[src/rtl/serial_add_ctrl.sv]
`default_nettype none
// ============================================================================
// Module   : serial_add_ctrl
// Brief    : Bit-serial adder controller. One full-adder cell is sequenced
//            across a WIDTH-bit operand pair, LSB first, with a carry flop.
// Revision : 1.0 - initial release
// ============================================================================
module serial_add_ctrl #(
    parameter int WIDTH = 8
) (
    input  logic             clk,
    input  logic             rst,
    input  logic             start,
    input  logic [WIDTH-1:0] a,
    input  logic [WIDTH-1:0] b,
    input  logic             cin,
    output logic             busy,
    output logic             done,
    output logic [WIDTH-1:0] sum,
    output logic             cout,
    output logic             ovf
);
    localparam int c_cnt_w = $clog2(WIDTH + 1);
    localparam logic [c_cnt_w-1:0] c_last_bit = c_cnt_w'(WIDTH - 1);

    typedef enum logic [1:0] {
        ST_IDLE = 2'd0,
        ST_RUN  = 2'd1,
        ST_DONE = 2'd2
    } state_t;

    state_t             state_q,   state_d;
    logic [WIDTH-1:0]   shift_a_q, shift_a_d;
    logic [WIDTH-1:0]   shift_b_q, shift_b_d;
    logic [WIDTH-1:0]   result_q,  result_d;
    logic               carry_q,   carry_d;
    logic               msb_cin_q, msb_cin_d;
    logic [c_cnt_w-1:0] cnt_q,     cnt_d;

    logic               w_fa_s;
    logic               w_fa_c;
    logic [WIDTH-1:0]   w_res_next;

    assign w_fa_s = shift_a_q[0] ^ shift_b_q[0] ^ carry_q;
    assign w_fa_c = (shift_a_q[0] & shift_b_q[0]) |
                    (shift_a_q[0] & carry_q)      |
                    (shift_b_q[0] & carry_q);

    // New sum bit enters at the MSB; after WIDTH shifts bit 0 lands at LSB.
    generate
        if (WIDTH == 1) begin : g_res_w1
            assign w_res_next = w_fa_s;
        end else begin : g_res_wn
            assign w_res_next = {w_fa_s, result_q[WIDTH-1:1]};
        end
    endgenerate

    always_comb begin
        state_d   = state_q;
        shift_a_d = shift_a_q;
        shift_b_d = shift_b_q;
        result_d  = result_q;
        carry_d   = carry_q;
        msb_cin_d = msb_cin_q;
        cnt_d     = cnt_q;

        unique case (state_q)
            ST_IDLE: begin
                if (start) begin
                    shift_a_d = a;
                    shift_b_d = b;
                    carry_d   = cin;
                    result_d  = '0;
                    cnt_d     = '0;
                    state_d   = ST_RUN;
                end
            end
            ST_RUN: begin
                result_d  = w_res_next;
                carry_d   = w_fa_c;
                shift_a_d = shift_a_q >> 1;
                shift_b_d = shift_b_q >> 1;
                cnt_d     = cnt_q + c_cnt_w'(1);
                if (cnt_q == c_last_bit) begin
                    // Carry into the MSB cell, kept for the overflow flag.
                    msb_cin_d = carry_q;
                    state_d   = ST_DONE;
                end
            end
            ST_DONE: begin
                state_d = ST_IDLE;
            end
            default: begin
                state_d = ST_IDLE;
            end
        endcase
    end

    always_ff @(posedge clk or posedge rst) begin
        if (rst) begin
            state_q   <= ST_IDLE;
            shift_a_q <= '0;
            shift_b_q <= '0;
            result_q  <= '0;
            carry_q   <= 1'b0;
            msb_cin_q <= 1'b0;
            cnt_q     <= '0;
        end else begin
            state_q   <= state_d;
            shift_a_q <= shift_a_d;
            shift_b_q <= shift_b_d;
            result_q  <= result_d;
            carry_q   <= carry_d;
            msb_cin_q <= msb_cin_d;
            cnt_q     <= cnt_d;
        end
    end

    assign busy = (state_q != ST_IDLE);
    assign done = (state_q == ST_DONE);
    assign sum  = result_q;
    assign cout = carry_q;
    assign ovf  = msb_cin_q ^ carry_q;

endmodule
`default_nettype wire
[config.mk]
export PLATFORM = sky130hd
export DESIGN_NAME = serial_add_ctrl
export DESIGN_NICKNAME = d
export VERILOG_FILES = /design/src/rtl/serial_add_ctrl.sv
export SDC_FILE = /design/constraint.sdc
export NUM_CORES = 1
export LEC_CHECK = 0
export CAP_MARGIN = 20
export CORE_ASPECT_RATIO = 0.75
export CORE_MARGIN = 4
export CORE_UTILIZATION = 50
export CTS_BUF_LIST = sky130_fd_sc_hd__clkbuf_16
export DETAILED_ROUTE_END_ITERATION = 8
export PLACE_DENSITY_LB_ADDON = 0.05
export SYNTH_ARGS = -nofsm -noshare
export SYNTH_HDL_FRONTEND = slang
export SYNTH_SLANG_ARGS = --single-unit
[constraint.sdc]
create_clock -name clk -period 1.6 [get_ports clk]
set_input_delay 0.16 -clock clk [delete_from_list [all_inputs] [get_ports clk]]
set_output_delay 0.16 -clock clk [all_outputs]
set_load 0.01 [all_outputs]
==> results by stage, run 1 <==
Synth:
- The biggest area consumer among synthesized cells is sky130_fd_sc_hd__dfrtp_1.
- After synthesis, the most frequently instantiated cells are 32 x sky130_fd_sc_hd__dfrtp_1, 16 x sky130_fd_sc_hd__a21oi_1, 16 x sky130_fd_sc_hd__nand2_1.
- A synthesized cell averages 10.6 um2.
- The sequential cell area fraction in the yosys report is 53.4%.
- Synthesis produced a netlist with a net count of 163.
- During synthesis, Yosys emitted a total of 0 warnings.
- The number of instances in the synthesized netlist is 141.
- The most numerous cell in the Yosys netlist is sky130_fd_sc_hd__dfrtp_1.
- The share of synthesized area in the top cell type comes to 53.4%.
- The number of enable flip-flop cells after synthesis is 0.
- The count of cell types in the netlist is 30.
- In the synthesized netlist the async set-or-reset flop fraction comes to 100%.
- Among all flip-flop cells after synthesis, the most frequent one is sky130_fd_sc_hd__dfrtp_1.
- By area the synthesized netlist is led by sky130_fd_sc_hd__dfrtp_1 53%, sky130_fd_sc_hd__and3b_1 8.2%, sky130_fd_sc_hd__a21oi_1 5.3%, sky130_fd_sc_hd__a22o_1 5.3%, sky130_fd_sc_hd__nand2_1 4.0%.
- The number of storage elements in the synthesis netlist is 32.
- The synthesized netlist occupies a cell area of 1500 um2.

Clock network:
- The later pin in the worst-skew pair is clocked with a latency of 0.27 ns.
- TritonCTS built the clock tree.
- In this run the number of H-tree levels came out at 2.
- The clock passes through at most 2 buffers.
- Counting the buffers created by CTS gives 5.
- The number of clock sinks is 32.
- The clock-pin slew on the worst setup and hold paths is 0.05 ns.
- The CTS root buffer is sky130_fd_sc_hd__clkbuf_16.

Worst setup path:
- The critical path data arrival time is 1.31 ns.
- The critical path data required time is 1.44 ns.
- The nature of the critical path startpoint is a flop.
- The reg2reg setup slack is 0.13 ns.
- STA classifies the critical path endpoint as a primary output.
- The worst register-to-register path has a depth of 4.
- Of all nets on the critical path, the largest fanout is 4.
- The critical path is of the reg2out type.
- The start point of the critical path is cout$_DFFE_PP0P_.
- The worst register-to-register path begins at state_q[0]$_DFFE_PP0P_.

Place:
- The total placed instance area is 1870 um2.
- The worst-case setup slack after placement is 0.138 ns.
- At the end of routability-driven placement, the weighted congestion stood at 0.793.
- The quantity of I/O buffers inserted on ports is 31.
- The wire-length estimate of the detail-placed layout is 2.25 mm.

Finish:
- The repair_antennas step left the layout with diodes totalling 0.
- The area of all placed cells without fillers is 2040 um2.
- The fraction of final layout cells with drive strength greater than 1 is 12.8%.
- The post-synthesis to final-layout area growth is 35.8%.
- At the end of the flow, the number of nets in the layout was 200.

Route:
- The routed layout has 1171 vias.
- Wires add up to 3.19 mm.
- The number of iterations in the first detailed-routing pass is 4.
- The remaining antenna violation count is 0.
- Dividing the detail-routed via count by the number of cells gives 5.45.
- The routed wirelength normalized by instance count is 14.8 um.
- The first routing iteration left 97 violations.
- The DRC violation count after routing is 0.

GRT:
- The via count of the first global-routing pass is 1265.
- The initial antenna violation count was 0.
- The first global-routing pass estimated 5.72 mm of wire.
- The overall fraction of global-route tracks in use is 18.3%.
- The pin count of the biggest net entering global routing is 33.
- Global routing finished with a remaining overflow of 0.

Power and ir drop:
- The maximum vdd drop is 0.810 mV.
- Power spread over the standard cell area amounts to 1700 nW/um2.
- The static leakage is 0.984 nW.

STA:
- The clock skew after layout is 0.00406 ns.
- Setup repair after global routing left no endpoint under its margin.
- Final hold analysis gives a worst-case slack of 0.276 ns.
- The number of max-slew violations in the final report is 0.
- Setup violations remaining at the end of the flow were counted as 0.
- The headroom to the max-slew limit is 73.1%.
- The upper clock frequency limit is 0.678 GHz.
- Across all setup checks in the final design, the least slack found is 0.126 ns.
- The setup TNS is 0 ns.
- The actual slew at the worst max-slew pin is 0.404 ns.
- Dividing the final minimum period by the clock period gives 92.1%.
- The minimum clock period after layout is 1.47 ns.
- The final-report hold violation count is 0.

Floorplanning:
- The standard-cell row count is 16.
- The area of the die is 3950 um2.
- Measured along the x axis, the die boundary spans 71.3 um.
- The placeable core area is 2740 um2.
- The I/O pin count is 32.
- The initial utilization of the core area, before any placement, comes to 54.7%.
- The overall die height is 55.4 um.

Outcome:
- The run finished with clean final reports.

Hold path:
- The tightest min-delay check is of the in2async type.

Job:
- The tool flagged a number of max-cap violations equal to 0.
==> where the power goes <==
part	leakage (nW)	internal [mW]	total, mW	switching, mW
Combinational	0.497	0.656	1.21	0.556
Clock	0.0736	0.571	0.903	0.331
Sequential	0.413	1.10	1.34	0.242
==> registers in the layout, summed over array words and instances (netlist names) <==
name,flops
cout,1
msb_cin_q,1
shift_b_q,8
sum,8
cnt_q,4
shift_a_q,8
state_q,2
==> per-layer routing <==
metal  vias up  track usage, %  share of wire (%)
met1       556            23.2                 46
met5         -               0                  0
li1        575               -                  -
met3         9            5.80                4.9
met2        31            28.7                 47
met4         0            7.51                2.1
==> through the flow <==
stage / std cells / power [mW] / utilization (%)
after floorplan: 141 / 2.06 / -
after global placement: 206 / 2.49 / 68.1
after detailed placement: 206 / 2.55 / 68.1
after CTS: 215 / 3.49 / 73.8
after global routing: 215 / 3.70 / 74.3
final: 215 / 3.46 / 74.3
==> worst paths after layout <==
| path | end |
|---|---|
| setup / recovery | cout |
| hold / removal | cout$_DFFE_PP0P_ |
| setup reg to reg | cnt_q[3]$_DFFE_PP0P_ |
| hold reg to reg | shift_b_q[3]$_DFFE_PP0P_ |
| max in group asynchronous | state_q[0]$_DFFE_PP0P_ |
| min in group clk | shift_b_q[3]$_DFFE_PP0P_ |
==> area by class of cell <==
class / instances / area, um2
clock inverters: 3 / 18.8
inverters: 5 / 18.8
well taps: 36 / 45.0
fillers: 189 / 706
flip-flops and latches: 32 / 803
clock buffers: 5 / 125
repair buffers: 41 / 405
multi-input cells: 93 / 621
==> timing repair <==
action | in CTS | in global routing
hold buffers | 0 | 0
gates resized for setup | 3 | 4
cloned | 0 | 0
buffers inserted | 1 | 0
setup endpoints to repair | 3 | 3
==> critical path: stages, from the launching register on <==
cell and delay, ns:
sky130_fd_sc_hd__dfrtp_1 0.38, sky130_fd_sc_hd__buf_4 0.14, sky130_fd_sc_hd__clkdlybuf4s50_1 0.53
==> cell families (layout without fill, tap and decap cells) <==
family	Yosys count	after routing	share of synthesized area, %
adders and majority gates	2	2	2.17
and+or+nand+nor	41	41	16.4
buffers and inverters	16	54	5.75
muxes	2	2	1.42
DFF	32	32	53.4
AOI/OAI and AO/OA	47	47	20.3
xor gates and xnor gates	1	1	0.584
==> cell usage in the layout (no fill, tap or decap), drive strengths merged, types with 3 or more instances in the layout <==
cell type / netlist / layout
nand2: 16 / 16
dfrtp: 32 / 32
a22o: 9 / 9
and3b: 14 / 14
clkdlybuf4s50: 0 / 28
nor2: 4 / 4
clkbuf: 1 / 5
a21oi: 16 / 16
clkinv: 0 / 3
buf: 10 / 10
dlymetal6s2s: 0 / 3
inv: 5 / 5
o21ai: 14 / 14
No activity file was read; power rests on OpenSTA's default activity.
==> run 2, diff against run 1 <==
--- a/config.mk
+++ b/config.mk
@@ -8,7 +8,7 @@
 export CAP_MARGIN = 20
 export CORE_ASPECT_RATIO = 0.75
 export CORE_MARGIN = 4
-export CORE_UTILIZATION = 50
+export CORE_UTILIZATION = 45
 export CTS_BUF_LIST = sky130_fd_sc_hd__clkbuf_16
 export DETAILED_ROUTE_END_ITERATION = 8
 export PLACE_DENSITY_LB_ADDON = 0.05
==> constraint.sdc (replaced) <==
create_clock -name clk -period 1.25 [get_ports clk]
set_input_delay 0.125 -clock clk [delete_from_list [all_inputs] [get_ports clk]]
set_output_delay 0.125 -clock clk [all_outputs]
set_load 0.01 [all_outputs]
==> run 2 against run 1 <==
Net effect:
- the run now ends with negative setup slack left
- sequential power up 28%
- non-clock buffer count up 17
- setup slack worse by 0.16 ns
- count of clock-buffer cells in the layout unchanged
- critical path depth up 2
==> results by stage, run 2 (synthesis results as in run 1) <==
Finish:
- The area of all placed cells without fillers is 2260 um2 (+11%).
- From synthesis to final layout, the design area changed by 50.5%.
- The most common library cell in the layout ignoring fill and taps is sky130_fd_sc_hd__dfrtp_1.
- The combined area of the multi-input logic cells came to 689 um2 (+11%).
- The number of antenna repair diodes is 0 (unchanged).
- The register area is 803 um2 (unchanged).
- The fill cell total of the finished layout is 208 (+10%).
- The top cell types in the final layout, fill and taps aside, are 30 x sky130_fd_sc_hd__dfrtp_1, 19 x sky130_fd_sc_hd__clkdlybuf4s50_1, 18 x sky130_fd_sc_hd__buf_4, 15 x sky130_fd_sc_hd__nand2_1, 14 x sky130_fd_sc_hd__and3b_1.
- The number of nets in the final layout was 217 (+8.5%).
- The fraction of final layout cells with drive strength greater than 1 is 28.6% (+16 points).

Worst setup path:
- The reg2reg setup slack came to -0.03 ns (-0.16 ns).
- The critical path ends at shift_b_q[7]$_DFFE_PP0P_.
- STA classifies the critical path startpoint as a flop.
- The type of the setup path with the least slack is reg2reg.
- The worst reg2reg path endpoint is shift_b_q[7]$_DFFE_PP0P_.
- STA classifies the critical path endpoint as a flop.
- The critical path data arrival time is 1.44 ns (+0.13 ns).
- The critical path data required time is 1.41 ns (-0.03 ns).
- The start point of the critical path is state_q[1]$_DFFE_PP0P_.
- The number of cell instances on the worst register-to-register path came to 4 (unchanged).
- The worst register-to-register path begins at state_q[1]$_DFFE_PP0P_.
- The peak fanout along the critical path is 12 (+8).

GRT:
- The via count of the first global-routing pass was 1261 (-0.32%).
- The pin count of the biggest net entering global routing is 33 (unchanged).
- The initial antenna violation count came to 0 (unchanged).
- The first-pass GRT wire length was 5.70 mm (-0.37%).
- The remaining global-route overflow was 0 (unchanged).
- The overall fraction of global-route tracks in use is 17.4% (-0.85 points).

Floorplanning:
- The effective utilization at floorplan is 49.0% (-5.7 points).
- The overall die height came to 58.0 um (+4.6%).
- The area of the die is 4330 um2 (+9.7%).
- The width of the die is 74.7 um (+4.8%).
- The placeable core area is 3060 um2 (+12%).
- The I/O pin count is 32 (unchanged).
- The standard-cell row count was 17 (+1).

STA:
- The actual slew at the worst max-slew pin came to 0.231 ns (-0.172 ns).
- The total of endpoints with negative setup slack in the final report is 5 (+5).
- The number of max-slew violations in the final report is 0 (unchanged).
- The worst setup margin is -0.0329 ns (-0.159 ns).
- The headroom to the max-slew limit is 84.5% (+11 points).
- Based on the critical path, the design can be clocked at up to 0.780 GHz.
- The clock skew after layout is 0.00744 ns (+0.00338 ns).
- The setup TNS is -0.0991 ns (-0.0991 ns).
- The minimum clock period after layout is 1.28 ns.
- The part of the cycle the worst path needs is 103%.
- Setup repair after global routing could not meet its margin everywhere.
- The final-report hold violation count is 0 (unchanged).

Route:
- The routed wirelength normalized by instance count was 14.6 um (-1.8%).
- The DRC violation count after routing was 0 (unchanged).
- The number of vias in the routed layout is 1223 (+4.4%).
- The number of iterations in the first detailed-routing pass is 4 (unchanged).
- The final wirelength is 3.41 mm (+6.9%).
- The violation count after the first detailed-routing iteration is 37 (-62%).
- The detail-routed via count per cell was 5.23 (-4.0%).
- The remaining antenna violation count came to 0 (unchanged).

Job:
- The number of maximum-capacitance constraint violations is 0 (unchanged).

Clock network:
- The count of hold-fix buffers inserted at cts is 0 (unchanged).
- TritonCTS built the clock tree.
- The clock-pin slew on the worst setup and hold paths was 0.05 ns (about the same).
- The clock latency on the worst-skew pair is 0.28 ns (about the same).
- The number of clock sinks is 32 (unchanged).
- The total CTS buffers is 5 (unchanged).
- The deepest level of the CTS H-tree was 2 (unchanged).
- CTS placed an instance of sky130_fd_sc_hd__clkbuf_16 at the clock tree root.
- The maximum root-to-sink buffer count is 2 (unchanged).

Place:
- The final RePlAce weighted congestion is 0.755 (-4.9%).
- The total placed instance area is 1960 um2 (+4.7%).
- The worst-case setup slack after placement came to -0.118 ns (-0.256 ns).
- The placed wire-length estimate after detailed placement is 2.32 mm (+2.8%).
- The quantity of I/O buffers inserted on ports is 31 (unchanged).

Power and ir drop:
- The total power per unit cell area is 2130 nW/um2 (+25%).
- The static leakage is 1.10 nW (+11%).
- The maximum vdd drop is 0.928 mV (+15%).
- The overall power came to 4.81 mW (+39%).

Hold path:
- The min-delay analysis places its worst path in the category in2async.

Outcome:
- The final reports fail on negative setup slack.
- The run finished, with violations left.
## run 2: cell count changes in the layout (fill, tap and decap cells not counted), sizes merged
cell / before / now
buf: 10 / 27
clkdlybuf4s50: 28 / 19
dlygate4sd2: 0 / 8
dlymetal6s2s: 3 / 0
clkbuf: 5 / 7
clkdlybuf4s15: 0 / 2
clkinv: 3 / 1
inv: 5 / 7
## run 2: per-stage QoR
step	hold WS (ns)	std cells	utilization, %
after floorplan	0.241	141	-
after global placement	0.467	216	63.8
after detailed placement	0.479	216	63.8
after CTS	0.195	231	71.1
after global routing	0.215	234	73.7
final	0.182	234	73.7
## run 2: cell type report
class / instances / share of cell area (%)
well taps: 38 / 2.11
repair buffers: 58 / 24.9
flip-flops and latches: 32 / 35.6
clock buffers: 5 / 5.54
multi-input cells: 93 / 30.5
clock inverters: 3 / 0.499
inverters: 5 / 0.831
## run 2: how the worst min path moves through the flow
stage	end	cells past startpoint
final	sum[7]$_DFFE_PP0P_	3
after detailed placement	shift_a_q[5]$_DFFE_PP0P_	2
after floorplan	cnt_q[0]$_DFFE_PP0P_	1
after CTS	sum[7]$_DFFE_PP0P_	3
after global routing	sum[7]$_DFFE_PP0P_	3
after global placement	shift_b_q[1]$_DFFE_PP0P_	2
## run 2: where the power goes
group / leakage [nW] / internal [mW] / switching, mW / total [mW]
logic: 0.610 / 1.12 / 0.854 / 1.97
clock network: 0.0738 / 0.714 / 0.409 / 1.12
registers: 0.413 / 1.41 / 0.306 / 1.72
## run 2: critical path, stage by stage, from the launching register on
cell and delay (ns):
sky130_fd_sc_hd__dfrtp_2 0.46, sky130_fd_sc_hd__buf_6 0.14, sky130_fd_sc_hd__o21bai_4 0.20, sky130_fd_sc_hd__buf_12 0.16, sky130_fd_sc_hd__a32o_1 0.20
## run 2: layer usage
| layer | vias up | global-route usage, % | routed length, um |
|---|---|---|---|
| met3 | 5 | 5.89 | 152 |
| met4 | 0 | 8.38 | 56 |
| met2 | 25 | 27.0 | 1610 |
| met1 | 588 | 21.7 | 1590 |
| li1 | 605 | - | - |
| met5 | - | 0 | 0 |
## run 2: what timing repair did
action	4_1_cts	5_1_grt
endpoints found under the setup margin	38	33
gates resized for setup	27	26
buffers inserted	7	3
pin swaps	2	7
==> run 3, diff against run 2 <==
--- a/config.mk
+++ b/config.mk
@@ -9,7 +9,6 @@
 export CORE_ASPECT_RATIO = 0.75
 export CORE_MARGIN = 4
 export CORE_UTILIZATION = 45
-export CTS_BUF_LIST = sky130_fd_sc_hd__clkbuf_16
 export DETAILED_ROUTE_END_ITERATION = 8
 export PLACE_DENSITY_LB_ADDON = 0.05
 export SYNTH_ARGS = -nofsm -noshare
==> run 3 against run 2 <==
Net effect:
- the flow still finishes with violations (negative setup slack)
- via count up 1.1%
- first-iteration DRC count unchanged
- register-to-register slack about the same
- non-clock buffer count up 2
- core utilization up 0.25 points
- hold slack worse by 0.014 ns
- global-route usage down 0.69 points
- cell area up 0.33%
- largest power group unchanged
==> results by stage, run 3 (synthesis results as in run 1) <==
Route:
- The DRC violation count after routing is 0 (unchanged).
- The remaining antenna violation count is 0 (unchanged).
- The violation count after the first detailed-routing iteration is 37 (unchanged).
- The number of vias in the routed layout is 1237 (+1.1%).
- The final wirelength is 3.53 mm (+3.6%).
- The detail-routed via count per cell came to 5.24 (+0.29%).
- The number of iterations in the first detailed-routing pass is 4 (unchanged).
- The routed wirelength normalized by instance count was 15.0 um (+2.7%).

STA:
- The headroom to the max-slew limit is 83.5% (-1.0 points).
- Setup repair after global routing could not meet its margin everywhere.
- The part of the cycle the worst path needs is 102% (-0.28 points).
- The worst setup margin is -0.0293 ns (+0.00356 ns).
- The total of endpoints with negative setup slack in the final report is 4 (-1).
- The number of max-slew violations in the final report was 0 (unchanged).
- The clock skew after layout came to 0.00624 ns (-0.00120 ns).
- The minimum clock period after layout is 1.28 ns (-0.00356 ns).
- The final-report hold violation count is 0 (unchanged).
- The worst-case hold slack came to 0.168 ns (-0.0139 ns).
- The upper clock frequency limit is 0.782 GHz (+0.28%).
- The actual slew at the worst max-slew pin came to 0.247 ns (+0.0155 ns).

GRT:
- The remaining global-route overflow was 0 (unchanged).
- The pin count of the biggest net entering global routing was 33 (unchanged).
- The via count of the first global-routing pass is 1215 (-3.6%).
- The overall fraction of global-route tracks in use is 16.7% (-0.69 points).
- The first-pass GRT wire length is 5.46 mm (-4.2%).
- The initial antenna violation count is 0 (unchanged).

Finish:
- The area growth from synthesis to layout is 51.0%.
- Leaving out fill and tap cells, the most frequent cell in the layout is sky130_fd_sc_hd__dfrtp_1.
- The post-layout instance count excluding filler cells is 236 (+0.85%).
- The number of nets in the final layout is 219 (+0.92%).
- The number of antenna repair diodes is 0 (unchanged).
- The fraction of final layout cells with drive strength greater than 1 is 30.3% (+1.7 points).
- The library cells used most frequently in the layout, excluding fill and tap cells, are 30 x sky130_fd_sc_hd__dfrtp_1, 19 x sky130_fd_sc_hd__clkdlybuf4s50_1, 18 x sky130_fd_sc_hd__buf_4, 15 x sky130_fd_sc_hd__nand2_1, 14 x sky130_fd_sc_hd__and3b_1.

Worst setup path:
- The number of cell instances on the worst register-to-register path is 4 (unchanged).
- The reg2reg setup slack is -0.03 ns (about the same).
- The slowest cell on the critical path is sky130_fd_sc_hd__dfrtp_2.
- The critical path data required time came to 1.42 ns (about the same).
- The startpoint of the worst register-to-register path is state_q[1]$_DFFE_PP0P_.
- The worst reg2reg path endpoint is shift_b_q[7]$_DFFE_PP0P_.
- The longest individual stage delay on the worst path was 0.46 ns (about the same).
- The endpoint type of the worst setup path is a flop.
- The critical path data arrival time is 1.45 ns (about the same).
- The combined buffer and inverter count along the critical path is 2 (unchanged).
- The type of the setup path with the least slack is reg2reg.
- The critical path starts at state_q[1]$_DFFE_PP0P_.
- STA classifies the critical path startpoint as a flop.
- The critical path's top delay family is flip-flops.
- The critical path depth is 4 (unchanged).
- The peak fanout along the critical path is 12 (unchanged).
- Following the worst setup path forward leads to its endpoint at shift_b_q[7]$_DFFE_PP0P_.
- The signal on the critical path passes through buf_6 > o21bai_4 > buf_12 > a32o_1.

Outcome:
- The checks that failed: negative setup slack.
- The run finished, with violations left.

Clock network:
- The CTS tree is done.
- The clock-pin slew on the worst setup and hold paths is 0.06 ns (about the same).
- The deepest level of the CTS H-tree is 2 (unchanged).
- The clock latency on the worst-skew pair is 0.29 ns (about the same).
- The total CTS buffers is 5 (unchanged).
- The maximum root-to-sink buffer count is 2 (unchanged).
- The CTS root buffer is sky130_fd_sc_hd__clkbuf_8.
- The number of clock sinks came to 32 (unchanged).
- The count of hold-fix buffers inserted at cts is 0 (unchanged).

Floorplanning:
- The width of the die is 74.7 um (unchanged).
- The overall die height is 58.0 um (unchanged).
- The effective utilization at floorplan is 49.0% (unchanged).
- The I/O pin count is 32 (unchanged).
- The area of the die is 4330 um2 (unchanged).
- The standard-cell row count was 17 (unchanged).
- The placeable core area is 3060 um2 (unchanged).

Place:
- The placed cell count came to 216 (unchanged).
- The quantity of I/O buffers inserted on ports is 31 (unchanged).
- The final RePlAce weighted congestion is 0.755 (unchanged).
- The placed wire-length estimate after detailed placement is 2.32 mm (unchanged).

Hold path:
- The class of the most critical hold timing path is in2async.

Job:
- The number of maximum-capacitance constraint violations is 0 (unchanged).

Power and ir drop:
- The total power per unit cell area is 2050 nW/um2 (-4.0%).
- The maximum vdd drop is 0.997 mV (+7.5%).
- The static leakage is 1.09 nW (-0.27%).
run 3: changes by cell type in the layout (fill, tap and decap cells not counted), sizes merged:
cell	delta
inv	-2
buf	+1
clkbuf	+4
clkinv	-1
run 3: worst min path at each step:
stage          cells past startpoint                startpoint                       end  slack (ns)
2_1_floorplan                      1                       rst      cnt_q[0]$_DFFE_PP0P_        0.24
3_3_place_gp                       2  shift_b_q[1]$_DFFE_PP0P_  shift_b_q[1]$_DFFE_PP0P_        0.47
3_5_place_dp                       2  shift_a_q[5]$_DFFE_PP0P_  shift_a_q[5]$_DFFE_PP0P_        0.48
4_1_cts                            3                       rst        sum[7]$_DFFE_PP0P_        0.17
5_1_grt                            3                       rst        sum[7]$_DFFE_PP0P_        0.19
6_report                           3                       rst        sum[7]$_DFFE_PP0P_        0.17
run 3: repair_timing:
| action | CTS | global route |
|---|---|---|
| pin swaps | 2 | 14 |
| buffers inserted | 7 | 4 |
| endpoints found under the setup margin | 35 | 30 |
| gates cloned | 0 | 1 |
| gates resized for setup | 29 | 26 |
run 3: metrics by stage:
stage | total power [mW] | setup TNS [ns] | utilization [%] | setup slack [ns] | area, um2
after CTS | 4.37 | -0.294 | 69.6 | -0.0959 | 2130
final | 4.63 | -0.0896 | 73.9 | -0.0293 | 2260
after floorplan | 2.64 | 0 | - | 0.00385 | 1500
after global routing | 4.91 | -0.602 | 73.9 | -0.0778 | 2260
after global placement | 3.35 | -1.60 | 63.8 | -0.104 | 1960
after detailed placement | 3.43 | -2.10 | 63.8 | -0.118 | 1960
run 3: cell type report:
class / instances / area (um2)
flip-flops and latches: 32 / 803
fillers: 220 / 798
multi-input cells: 93 / 693
repair buffers: 60 / 612
clock buffers: 8 / 90.1
well taps: 38 / 47.5
inverters: 5 / 18.8
run 3: layer usage:
metal	up-vias	GRT usage, %	part of all wire [%]
li1	611	-	-
met1	587	20.6	44
met2	34	26.5	49
met3	5	5.55	5.0
met4	0	7.61	1.7
met5	-	0	0
run 3: tightest hold or removal path: cells and delay by family:
family / cells / cell delay (ns)
buf+inv: 3 / 0.68
run 3: power by group:
part	switching (mW)	internal, mW	leakage (nW)
Combinational	0.891	1.21	0.635
Clock	0.366	0.448	0.0455
Sequential	0.305	1.41	0.413
